`src/rtl/reaction_controller.sv`:
```
// reaction_controller: sequences one reaction-timer round from a Start press
// to a Stop press. Waits a pseudo-random delay, lights the stimulus LED, then
// steps the external BCD counter once per millisecond until Stop or timeout.
// Ports:
//   clk_i           system clock, all state changes on the rising edge
//   rst_i           asynchronous active-high reset
//   start_i/stop_i  debounced synchronous button levels (only rises act)
//   led_o           stimulus light, high only while measuring
//   count_clear_o   one-cycle clear pulse to the counter (ARM)
//   count_step_o    one-cycle enable pulse to the counter, once per ms
//   elapsed_ms_o    binary count of step pulses issued this round
//   false_start_o   Stop pressed before the LED
//   timed_out_o     no Stop within TIMEOUT_MS
//   busy_o          round in progress (ARM, WAIT, MEASURE)
// Latency: Start/Stop rise acts on the edge that samples it; outputs are
// decoded from registers only, so no input reaches an output combinationally.

module reaction_controller #(
  parameter int TICK_DIV     = 50000,
  parameter int MIN_DELAY_MS = 1000,
  parameter int RAND_BITS    = 11,
  parameter int TIMEOUT_MS   = 9999
) (
  input  logic        clk_i,
  input  logic        rst_i,
  input  logic        start_i,
  input  logic        stop_i,
  output logic        led_o,
  output logic        count_clear_o,
  output logic        count_step_o,
  output logic [13:0] elapsed_ms_o,
  output logic        false_start_o,
  output logic        timed_out_o,
  output logic        busy_o
);

  localparam int PW = (TICK_DIV > 1) ? $clog2(TICK_DIV) : 1;
  // Wide enough for MIN_DELAY_MS + 2^RAND_BITS - 1 without overflow.
  localparam int DW = $clog2(MIN_DELAY_MS + (1 << RAND_BITS));

  localparam logic [PW-1:0] TICK_LAST = PW'(TICK_DIV - 1);
  localparam logic [DW-1:0] MIN_DLY   = DW'(MIN_DELAY_MS);
  localparam logic [13:0]   TMO       = 14'(TIMEOUT_MS);
  localparam logic [15:0]   LFSR_SEED = 16'hACE1;

  typedef enum logic [2:0] {
    S_IDLE,
    S_ARM,
    S_WAIT,
    S_MEASURE,
    S_DONE,
    S_FAULT,
    S_TIMEOUT
  } state_t;

  state_t        state_q, state_d;
  logic [PW-1:0] presc_q, presc_d;
  logic [DW-1:0] delay_q, delay_d;
  logic [13:0]   elapsed_q, elapsed_d;
  logic          step_q, step_d;
  logic [15:0]   lfsr_q, lfsr_d;
  logic          start_q, stop_q;

  logic          start_rise;
  logic          stop_rise;
  logic          tick;
  logic [DW-1:0] addend;

  // Rise = low at the previous edge, high at this one.
  assign start_rise = start_i & ~start_q;
  assign stop_rise  = stop_i & ~stop_q;
  assign tick       = (presc_q == TICK_LAST);
  assign addend     = {{(DW - RAND_BITS){1'b0}}, lfsr_q[RAND_BITS-1:0]};

  // Fibonacci LFSR, taps 16,14,13,11; never all-zero from a non-zero seed.
  assign lfsr_d = {lfsr_q[14:0], lfsr_q[15] ^ lfsr_q[13] ^ lfsr_q[12] ^ lfsr_q[10]};

  always_ff @(posedge clk_i or posedge rst_i) begin
    if (rst_i) begin
      state_q <= S_IDLE;
    end else begin
      state_q <= state_d;
    end
  end

  always_ff @(posedge clk_i or posedge rst_i) begin
    if (rst_i) begin
      presc_q   <= '0;
      delay_q   <= '0;
      elapsed_q <= '0;
      step_q    <= 1'b0;
      lfsr_q    <= LFSR_SEED;
      start_q   <= 1'b0;
      stop_q    <= 1'b0;
    end else begin
      presc_q   <= presc_d;
      delay_q   <= delay_d;
      elapsed_q <= elapsed_d;
      step_q    <= step_d;
      lfsr_q    <= lfsr_d;
      start_q   <= start_i;
      stop_q    <= stop_i;
    end
  end

  always_comb begin
    state_d   = state_q;
    presc_d   = tick ? '0 : presc_q + 1'b1;
    delay_d   = delay_q;
    elapsed_d = elapsed_q;
    step_d    = 1'b0;

    unique case (state_q)
      S_IDLE: begin
        if (start_rise) begin
          state_d   = S_ARM;
          elapsed_d = '0;
        end
      end

      S_ARM: begin
        delay_d = MIN_DLY + addend;
        presc_d = '0;
        state_d = S_WAIT;
      end

      S_WAIT: begin
        // A Stop rise beats a coinciding tick.
        if (stop_rise) begin
          state_d = S_FAULT;
        end else if (tick) begin
          if (delay_q == DW'(1)) begin
            state_d = S_MEASURE;
            presc_d = '0;
          end else begin
            delay_d = delay_q - 1'b1;
          end
        end
      end

      S_MEASURE: begin
        // Stop on a tick edge ends the round without issuing that step.
        if (stop_rise) begin
          state_d = S_DONE;
        end else if (tick) begin
          step_d    = 1'b1;
          elapsed_d = elapsed_q + 14'd1;
          if (elapsed_q + 14'd1 == TMO) begin
            state_d = S_TIMEOUT;
          end
        end
      end

      S_DONE, S_FAULT, S_TIMEOUT: begin
        if (start_rise) begin
          state_d   = S_ARM;
          elapsed_d = '0;
        end
      end

      default: begin
        state_d = S_IDLE;
      end
    endcase
  end

  assign led_o         = (state_q == S_MEASURE);
  assign count_clear_o = (state_q == S_ARM);
  assign count_step_o  = step_q;
  assign elapsed_ms_o  = elapsed_q;
  assign false_start_o = (state_q == S_FAULT);
  assign timed_out_o   = (state_q == S_TIMEOUT);
  assign busy_o        = (state_q == S_ARM) || (state_q == S_WAIT) || (state_q == S_MEASURE);

endmodule

```
`config.mk`:
```
export PLATFORM = sky130hd
export DESIGN_NAME = reaction_controller
export DESIGN_NICKNAME = d
export VERILOG_FILES = /design/src/rtl/reaction_controller.sv
export SDC_FILE = /design/constraint.sdc
export NUM_CORES = 1
export LEC_CHECK = 0
export ABC_AREA = 1
export ABC_CLOCK_PERIOD_IN_PS = 3300
export CAP_MARGIN = 0
export CORE_UTILIZATION = 40
export CTS_CLUSTER_SIZE = 20
export DETAILED_ROUTE_END_ITERATION = 8
export PLACE_DENSITY = 0.68
export SYNTH_ARGS = -nofsm -noshare
export SYNTH_HDL_FRONTEND = slang
export SYNTH_SLANG_ARGS = --single-unit
```
`constraint.sdc`:
```
create_clock -name clk_i -period 3.3 [get_ports clk_i]
set_clock_uncertainty 0.1 [all_clocks]
set_input_delay 0.66 -clock clk_i [delete_from_list [all_inputs] [get_ports clk_i]]
set_output_delay 0.66 -clock clk_i [all_outputs]
set_load 0.005 [all_outputs]
```
# Yosys cells after proc, flatten, opt, wreduce, memory -nomap -nowiden
# Cells that the tools add are included.
# op_classes
addsub	4
multipliers	0
n_div	0
magnitude_cmp	0
n_eq_ne	19
n_shift	0
mux	24
bitwise	7
reduce_logical	9
# ops
cell	n
16-bit 2-to-1 mux	4
14-bit 2-to-1 mux	3
12-bit 2-to-1 mux	3
16-bit case mux with 2 select lines	1
14-bit case mux with 2 select lines	1
12-bit case mux with 2 select lines	1
3-bit 2-to-1 mux	7
16-bit by 1-bit adder with 16-bit output, second input constant	1
16-bit equality test, second input constant	1
14-bit by 1-bit adder with 14-bit output, second input constant	1
14-bit equality test, second input constant	1
10-bit by 11-bit adder with 12-bit output, first input constant	1
12-bit by 1-bit equality test with 1-bit output, second input constant	1
3-bit case mux with 4 select lines	1
12-bit by 1-bit subtractor with 12-bit output, second input constant	1
3-bit equality test, second input constant	3
2-bit inequality test, second input constant	4
4-bit AND reduction	2
3-bit by 2-bit equality test with 1-bit output, second input constant	2
3-bit by 1-bit inequality test with 1-bit output, second input constant	2
3-bit inequality test, second input constant	2
5-bit AND reduction	1
2-bit by 1-bit inequality test with 1-bit output, second input constant	2
2-bit nonzero test	2
other kinds (8)	15
# totals
regBits	64
latchBits	0
mem_bits_rw	0
mem_bits_ro	0
in_bits	4
out_inout_bits	20
wordCells	71
n_memories	0

# Longest topological paths before layout
# Gate-level depths: netlist (run 1).
# depth
depth_word	6
mapped_depth	14
mapped_depth_nobuf	14

# Worst setup path after synthesis (run 1)
# Ideal clock, no wire load.
# synth_timing
kind	reg2reg
startpoint	register elapsed_q[1] (netlist: elapsed_ms_o[1])
endpoint	register state_q[2]
setup_time_ns	0.117
arrival_time_ns	1.583
required_time_ns	3.083
path_slack_ns	1.500
path_stages_with_launch	13
n_path_buf	0
period_less_slack_ns	1.800
path_cell_list	dfrtp_1 -> ha_1 -> nand2_1 -> nor2_1 -> nand2_1 -> o21ai_0 -> nand2_1 -> nor2_1 -> nand3_1 -> nand2_1 -> nand2_1 -> nand2_1 -> nand2_1
# synth_via
elab_chain_len	4
# synth_rtl
element	line_no	source
start: declaration	59	logic [13:0] elapsed_q, elapsed_d;
start signal: assignment	98	elapsed_q <= elapsed_d;
14-bit by 1-bit adder with 14-bit output	148	if (elapsed_q + 14'd1 == TMO) begin
14-bit equality test	148	
3-bit by 1-bit inequality test with 1-bit output (no source line)	n/a	
5-bit AND reduction (no source line)	n/a	
end signal: assignment	82	state_q <= state_d;
end: declaration	56	state_t state_q, state_d;
# No other way between the ends.
# A chain may end at the register's enable or synchronous reset.

# Worst setup path in the final report (run 1)
# layout_timing
startpoint	register state_q[2]
endpoint	output count_clear_o
# layout_via
elab_chain_len	1
# layout_rtl
element	line_no	source
3-bit by 1-bit equality test with 1-bit output	168	assign count_clear_o = (state_q == S_ARM);
end: declaration	29	output logic count_clear_o,
# No other way between the ends.

==> results.toml, run 1 <==
[route]
ant_nets = 0
post_drt_wl_per_cell_um = 12.0
vias = 2751
first_pass_iters = 4
routed_wl_um = 6690
post-route-drc-count = 0
viasPerCell = 4.95
drt_iter0_drc = 102

[cells_and_area]
final_cell_mix = "nand2_1, inv_1, dfrtp_1"
layout_commonest_cell = "nand2_1"
areaGrowthSynthToFinish_pct = 17.2
finalNonFillerCells = 556
n_antenna_cell = 0
nets = 456
ff_latch_area_sq_um = 1610
utilization = 0.485
nFillCells = 803
multi_input_comb_area_sq_um = 1510
drive_gt1_frac = 0.109

[global_route]
grt-busiest-layer = "met2"
grt_overflow = 0
grt.total_usage = 0.165
grt_use_met2 = 0.261
grt_start_max_net_pins = 36
grt_use_met1 = 0.216
grtUsageMet3 = 0.0364
antenna_found_initial = 0
grt_pass1_vias = 2609
grt_pass1_wl_um = 11300

[die]
fp.dieW_um = 94.2
num_io_pins = 24
die_h_um = 94.2
start_util = 0.413
core_sq_um = 8220
row_count = 33
die_area_sq_um = 8870

[setup_path]
cp_max_fo = 5
slowest_stage = "clkdlybuf4s50_1"
cp_slowest_stage_delay_ns = 0.52
arrival_ns = 1.64
path_class = "reg -> out"
end_kind = "output pin"
cp-start-kind = "flip-flop"
crit_chain = "inv_2, nand2_1, nor2_1, clkdlybuf4s50_1"
worstPathRequired_ns = 2.54

[timing]
fmaxAchievable_mhz = 417
period_needed_ns = 2.40
slew_violations = 0
fin_hold_ws_ns = 0.264
worst_pin_slew_ns = 0.669
slew_headroom = 0.553
rsz0062_at_grt = "no"
setup_violations = 0
finalCritPeriodShare = 0.727
finalHoldViolations = 0
setup_tns_ns = 0

[pwr]
fin_total_pwr_mw = 2.54
p_per_area_nw_per_um2 = 639
p_leak_nw = 1.79
irDropWorstVdd_mv = 0.191

[yosys]
ys_ff_latch = 64
synth_cell_types = 43
synthTopCellsByArea = "dfrtp_1, nand2_1, inv_1, dfstp_2, nor2_1"
netlist_area_sq_um = 3400
synth_top_area_cell = "dfrtp_1"
avgSynthCellArea_sq_um = 8.15
seq_area_frac_synth = 0.474
netlist_instances = 417
yosys_warnings = 0
yosysTopAreaCellShare = 0.413
synth_fp_nets = 427

[clocking]
cts_buffer_depth = 2
clock-root-buffer = "clkbuf_8"
clkTransAtPathRegs_ns = 0.07
cts_resized = 0
postCtsHoldBufs = 0
clk_latency_ns = 0.35
htree_num_levels = 3
clock-sinks = 64
post-cts-setup-buffer-count = 0
cts_tree = "yes"
numCtsBuffers = 9

[place]
dpl.hpwl_um = 4730
port_buffers = 23
placed_cells = 540
gp_congestion = 0.838

[job]
maxCapViolations = 0

[min_path]
hold_class = "reg -> reg"

[outcome]
status = "finished, final reports clean"
[cell usage after synthesis, drive strengths merged]
master / number
xnor2: 3
a211oi: 1
o221ai: 1
dfrtp: 56
mux2i: 1
clkbuf: 1
nand2: 92
ha: 6
buf: 5
a31oi: 10
and2: 1
o311ai: 1
dfstp: 8
nor4: 1
o22ai: 8
o211ai: 3
o21ai: 29
nand3: 22
o31ai: 2
nor3b: 4
inv: 63
a21boi: 1
xor2: 8
nor3: 9
o21a: 2
nand4: 7
nor2: 58
a21oi: 14
[worst paths after layout]
check	from	to	slack, ns	cells after the start
min	lfsr_q[14]$_DFF_PP0_	lfsr_q[15]$_DFF_PP1_	0.26	0
max in group asynchronous	rst_i	lfsr_q[10]$_DFF_PP1_	1.80	3
min in group asynchronous	rst_i	presc_q[4]$_DFF_PP0_	0.63	2
max reg2reg	elapsed_ms_o[1]$_DFFE_PP0P_	state_q[2]$_DFFE_PP0P_	1.15	12
max	state_q[2]$_DFFE_PP0P_	count_clear_o	0.90	4
min reg2reg	lfsr_q[14]$_DFF_PP0_	lfsr_q[15]$_DFF_PP1_	0.26	0
[critical path, delay by kind of cell, from the launching register on]
family	cells	cell delay, ns
DFF	1	0.46
and+or+nand+nor	2	0.22
buffers and inverters	2	0.62
[sequential cells by signal, summed over array words and instances, names as in the netlist]
register / cells
stop_q: 1
delay_q: 12
count_step_o: 1
state_q: 3
start_q: 1
presc_q: 16
elapsed_ms_o: 14
lfsr_q: 16
[kinds of logic after synthesis]
| logic type | after synthesis | synth area share |
|---|---|---|
| simple gates | 194 | 0.258 |
| xor+xnor | 11 | 0.0284 |
| flops | 64 | 0.474 |
| compound gates | 72 | 0.132 |
| buf+inv | 69 | 0.0825 |
| fa+ha+maj | 6 | 0.0221 |
| mux | 1 | 0.00295 |
[routing by layer]
| layer | vias up | share of wire |
|---|---|---|
| met5 | - | 0 |
| met4 | 0 | 0.017 |
| met3 | 11 | 0.030 |
| met2 | 45 | 0.46 |
| met1 | 1283 | 0.49 |
| li1 | 1412 | - |
[power by group]
| part | switching (mW) | internal [mW] | total, mW | leakage (nW) |
|---|---|---|---|---|
| Sequential | 0.0826 | 0.890 | 0.972 | 0.826 |
| Combinational | 0.483 | 0.268 | 0.751 | 0.843 |
| Clock | 0.318 | 0.502 | 0.820 | 0.119 |
[layout make-up]
type / instances / area share
sequential: 64 / 0.405
inverter: 63 / 0.0600
multi-input combinational: 284 / 0.378
clock buffer: 9 / 0.0311
timing repair buffer: 24 / 0.0629
clock inverter: 7 / 0.0302
tap: 105 / 0.0330
[stage by stage]
step	worst slack, ns	area (sq um)
floorplan	0.955	3400
global placement	0.883	3740
detailed placement	0.788	3740
CTS	0.887	3980
global route	0.820	3980
finish	0.902	3980
Note: power is estimated with default switching activity, not from simulation.
==> run 2: changes to the inputs <==
--- a/config.mk
+++ b/config.mk
@@ -6,12 +6,12 @@
 export NUM_CORES = 1
 export LEC_CHECK = 0
 export ABC_AREA = 1
-export ABC_CLOCK_PERIOD_IN_PS = 3300
+export ABC_CLOCK_PERIOD_IN_PS = 1900
 export CAP_MARGIN = 0
 export CORE_UTILIZATION = 40
 export CTS_CLUSTER_SIZE = 20
 export DETAILED_ROUTE_END_ITERATION = 8
-export PLACE_DENSITY = 0.68
+export PLACE_DENSITY = 0.7
 export SYNTH_ARGS = -nofsm -noshare
 export SYNTH_HDL_FRONTEND = slang
 export SYNTH_SLANG_ARGS = --single-unit
==> constraint.sdc (replaced) <==
create_clock -name clk_i -period 1.9 [get_ports clk_i]
set_clock_uncertainty 0.1 [all_clocks]
set_input_delay 0.38 -clock clk_i [delete_from_list [all_inputs] [get_ports clk_i]]
set_output_delay 0.38 -clock clk_i [all_outputs]
set_load 0.005 [all_outputs]
==> results.toml, run 2 (same netlist as run 1, synthesis figures left out) <==
[clocking]
clk_latency_ns = 0.35
cts_tree = "yes"
clock-root-buffer = "clkbuf_8"
htree_num_levels = 3
numCtsBuffers = 9
clkTransAtPathRegs_ns = 0.07
cts_buffer_depth = 2
clock-sinks = 64

[cells_and_area]
nFillCells = 730
n_antenna_cell = 0
final_cell_mix = "nand2_1, inv_1, dfrtp_1"
layout_commonest_cell = "nand2_1"
nets = 501
finalNonFillerCells = 601
drive_gt1_frac = 0.248
stdcell_area_sq_um = 4520
areaGrowthSynthToFinish_pct = 33.1
utilization = 0.550

[place]
placed_cells = 570
dpl_cell_area_sq_um = 3980
dpl.hpwl_um = 5190
port_buffers = 23
gp_congestion = 0.852
dp_slack_ns = -0.149

[timing]
finalHoldViolations = 0
finalCritPeriodShare = 0.996
worst_pin_slew_ns = 0.611
setup_tns_ns = 0
fmaxAchievable_mhz = 529
slew_violations = 0
period_needed_ns = 1.89
worst_slack_ns = 0.00855
fin_hold_ws_ns = 0.250
slew_headroom = 0.593
setup_violations = 0
rsz0062_at_grt = "yes"

[setup_path]
path_class = "reg -> reg"
cp-start-kind = "flip-flop"
cp_max_fo = 4
end_kind = "flip-flop"
worstPathRequired_ns = 2.03
arrival_ns = 2.03

[global_route]
grt_overflow = 0
antenna_found_initial = 0
grt_pass1_wl_um = 12500
grt.total_usage = 0.182
grt_pass1_vias = 2770
grt_start_max_net_pins = 65

[route]
post-route-drc-count = 0
vias = 3067
first_pass_iters = 4
drt_iter0_drc = 174
viasPerCell = 5.10
ant_nets = 0
post_drt_wl_per_cell_um = 13.5
routed_wl_um = 8100

[min_path]
hold_class = "reg -> reg"

[job]
maxCapViolations = 0

[die]
core_sq_um = 8220
row_count = 33
fp.dieW_um = 94.2
num_io_pins = 24
die_h_um = 94.2
start_util = 0.413
die_area_sq_um = 8870

[pwr]
fin_total_pwr_mw = 4.95
irDropWorstVdd_mv = 0.371
p_leak_nw = 2.07
p_per_area_nw_per_um2 = 1090

[outcome]
status = "finished, final reports clean"
run 2: worst paths after layout:
check / startpoint / slack, ns / depth (start not counted) / endpoint
worst min register to register: lfsr_q[14]$_DFF_PP0_ / 0.25 / 0 / lfsr_q[15]$_DFF_PP1_
min in group asynchronous: rst_i / 0.37 / 3 / lfsr_q[12]$_DFF_PP0_
worst min-delay path: lfsr_q[14]$_DFF_PP0_ / 0.25 / 0 / lfsr_q[15]$_DFF_PP1_
max in group asynchronous: rst_i / 1.02 / 3 / lfsr_q[10]$_DFF_PP1_
worst max register to register: elapsed_ms_o[1]$_DFFE_PP0P_ / 0.009 / 14 / state_q[2]$_DFFE_PP0P_
worst max-delay path: elapsed_ms_o[1]$_DFFE_PP0P_ / 0.009 / 14 / state_q[2]$_DFFE_PP0P_
run 2: worst max-delay path, stage by stage (launching register included):
cell and delay, ns:
dfrtp_1 0.40, buf_4 0.16, nand3_4 0.10, nor2_4 0.15, nand2_1 0.08, inv_1 0.08, nand2_1 0.06, nand2_1 0.07
nand2_1 0.07, nor2_1 0.12, nand3_1 0.10, nand2_2 0.11, nand2_2 0.07, nand2_1 0.07, nand2_1 0.05
run 2: report_power, final:
| group | total, mW | leakage, nW | internal, mW | switching, mW |
|---|---|---|---|---|
| Combinational | 1.81 | 1.13 | 0.777 | 1.04 |
| Sequential | 1.70 | 0.823 | 1.55 | 0.155 |
| Clock | 1.44 | 0.119 | 0.873 | 0.565 |
run 2: layer usage:
layer | global-route usage | up-vias | wire, um
li1 | - | 1509 | -
met1 | 0.233 | 1449 | 3540
met2 | 0.295 | 94 | 3990
met3 | 0.0356 | 15 | 411
met4 | 0.0821 | 0 | 151
met5 | 0 | - | 0
run 2: final cells by class:
class / count / area (sq um) / share of cell area
multi-input cells: 284 / 1660 / 0.367
flip-flops and latches: 64 / 1610 / 0.357
repair buffers: 69 / 633 / 0.140
inverters: 63 / 243 / 0.0537
well taps: 105 / 131 / 0.0290
clock buffers: 9 / 124 / 0.0274
clock inverters: 7 / 120 / 0.0266
run 2: repair_timing:
action,4_1_cts,5_1_grt
hold buffers,0,0
setup endpoints to repair,8,27
cloned,0,2
setup buffers,7,6
hold endpoints to repair,0,0
pin swaps,9,14
resized for setup,18,33
==> run 3: changes to the inputs <==
--- a/config.mk
+++ b/config.mk
@@ -11,6 +11,7 @@
 export CORE_UTILIZATION = 40
 export CTS_CLUSTER_SIZE = 20
 export DETAILED_ROUTE_END_ITERATION = 8
+export MAX_ROUTING_LAYER = met4
 export PLACE_DENSITY = 0.7
 export SYNTH_ARGS = -nofsm -noshare
 export SYNTH_HDL_FRONTEND = slang
==> results.toml, run 3 (same netlist as run 1, synthesis figures left out) <==
[cells_and_area]
finalNonFillerCells = 601
layout_commonest_cell = "nand2_1"
nFillCells = 730
final_cell_mix = "nand2_1, inv_1, dfrtp_1"
drive_gt1_frac = 0.248
areaGrowthSynthToFinish_pct = 33.1
nets = 501
n_antenna_cell = 0

[timing]
slew_violations = 0
period_needed_ns = 1.89
worst_pin_slew_ns = 0.607
finalCritPeriodShare = 0.997
fmaxAchievable_mhz = 528
finalHoldViolations = 0
rsz0062_at_grt = "yes"
fin_hold_ws_ns = 0.250
slew_headroom = 0.596
setup_violations = 0

[setup_path]
worstSetupStartpoint = "elapsed_ms_o[1]$_DFFE_PP0P_"
reg2reg_slack_ns = 0.005
rr_worst_depth = 14
cp-start-kind = "flip-flop"
end_kind = "flip-flop"
worstReg2RegEnd = "state_q[2]$_DFFE_PP0P_"
path_class = "reg -> reg"
cp_max_fo = 4
r2r_start = "elapsed_ms_o[1]$_DFFE_PP0P_"
worstPathRequired_ns = 2.03
arrival_ns = 2.03

[global_route]
grt_pass1_wl_um = 12600
grt_pass1_vias = 2774
grt_start_max_net_pins = 65
grt.total_usage = 0.188
grt_overflow = 0
antenna_found_initial = 0

[route]
routed_wl_um = 8040
post-route-drc-count = 0
drt_iter0_drc = 190
ant_nets = 0
post_drt_wl_per_cell_um = 13.4
vias = 3081
viasPerCell = 5.13
first_pass_iters = 6

[place]
gp_congestion = 0.866
placed_cells = 570
dpl.hpwl_um = 5190
port_buffers = 23

[min_path]
whs_path_depth = 0
worstHoldStart = "lfsr_q[14]$_DFF_PP0_"
hold_end = "lfsr_q[15]$_DFF_PP1_"
hold_class = "reg -> reg"

[clocking]
cts_buffer_depth = 2
htree_num_levels = 3
clk_latency_ns = 0.35
cts_tree = "yes"
postCtsHoldBufs = 0
numCtsBuffers = 9
clock-root-buffer = "clkbuf_8"
clkTransAtPathRegs_ns = 0.07
clock-sinks = 64

[job]
maxCapViolations = 0

[die]
die_area_sq_um = 8870
start_util = 0.413
core_sq_um = 8220
num_io_pins = 24
fp.dieW_um = 94.2
die_h_um = 94.2
row_count = 33

[outcome]
status = "finished, final reports clean"

[pwr]
p_per_area_nw_per_um2 = 1090
p_leak_nw = 2.07
irDropWorstVdd_mv = 0.370
[run 3: cell counts in the layout (fill, tap and decap cells not counted)]
No cell type changed its count.
[run 3: where the power goes]
group          internal (mW)  switching, mW
logic                  0.777           1.04
registers               1.55          0.154
clock network          0.873          0.564
total                   3.20           1.75
[run 3: per-layer routing]
layer	vias to the layer above	wire length, um	global-route usage
met5	-	0	-
met4	0	136	0.0821
met3	17	430	0.0380
met2	98	3990	0.296
met1	1459	3480	0.233
li1	1507	-	-
[run 3: how the worst max path moves through the flow]
stage,to,slack (ns),cells after the start
final,state_q[2]$_DFFE_PP0P_,0.005,14
after floorplan,state_q[2]$_DFFE_PP0P_,0.10,12
after global placement,delay_q[11]$_DFFE_PP0P_,-0.04,10
after CTS,state_q[2]$_DFFE_PP0P_,-0.01,14
after global routing,state_q[2]$_DFFE_PP0P_,-0.14,14
after detailed placement,delay_q[3]$_DFFE_PP0P_,-0.15,10
[run 3: cell type report]
class,instances,area [sq um],share of cell area
multi-input combinational,284,1660,0.367
inverter,63,243,0.0537
timing repair buffer,69,633,0.140
clock inverter,7,120,0.0266
clock buffer,9,124,0.0274
sequential,64,1610,0.357
tap,105,131,0.0290
[run 3: timing repair]
action	in CTS	in global routing
cloned	0	2
endpoints found under the setup margin	8	28
pin swaps	9	14
setup buffers	7	6
gates resized for setup	18	33
[run 3: through the flow]
stage / TNS (ns) / power, mW / setup slack (ns) / instance area (sq um) / util
after global routing: -0.625 / 5.22 / -0.137 / 4520 / 0.550
after floorplan: 0 / 2.72 / 0.100 / 3400 / -
after CTS: -0.0108 / 4.70 / -0.0108 / 4300 / 0.524
after detailed placement: -1.88 / 3.19 / -0.149 / 3980 / 0.484
final: 0 / 4.95 / 0.00522 / 4520 / 0.550
after global placement: -0.361 / 3.11 / -0.0384 / 3980 / 0.484
[run 3: critical path, cell delays in order, from the launching register on]
cell	delay, ns
dfrtp_1	0.40
buf_4	0.16
nand3_4	0.10
nor2_4	0.15
nand2_1	0.08
inv_1	0.08
nand2_1	0.06
nand2_1	0.08
nand2_1	0.07
nor2_1	0.12
nand3_1	0.10
nand2_2	0.11
nand2_2	0.07
nand2_1	0.07
nand2_1	0.05
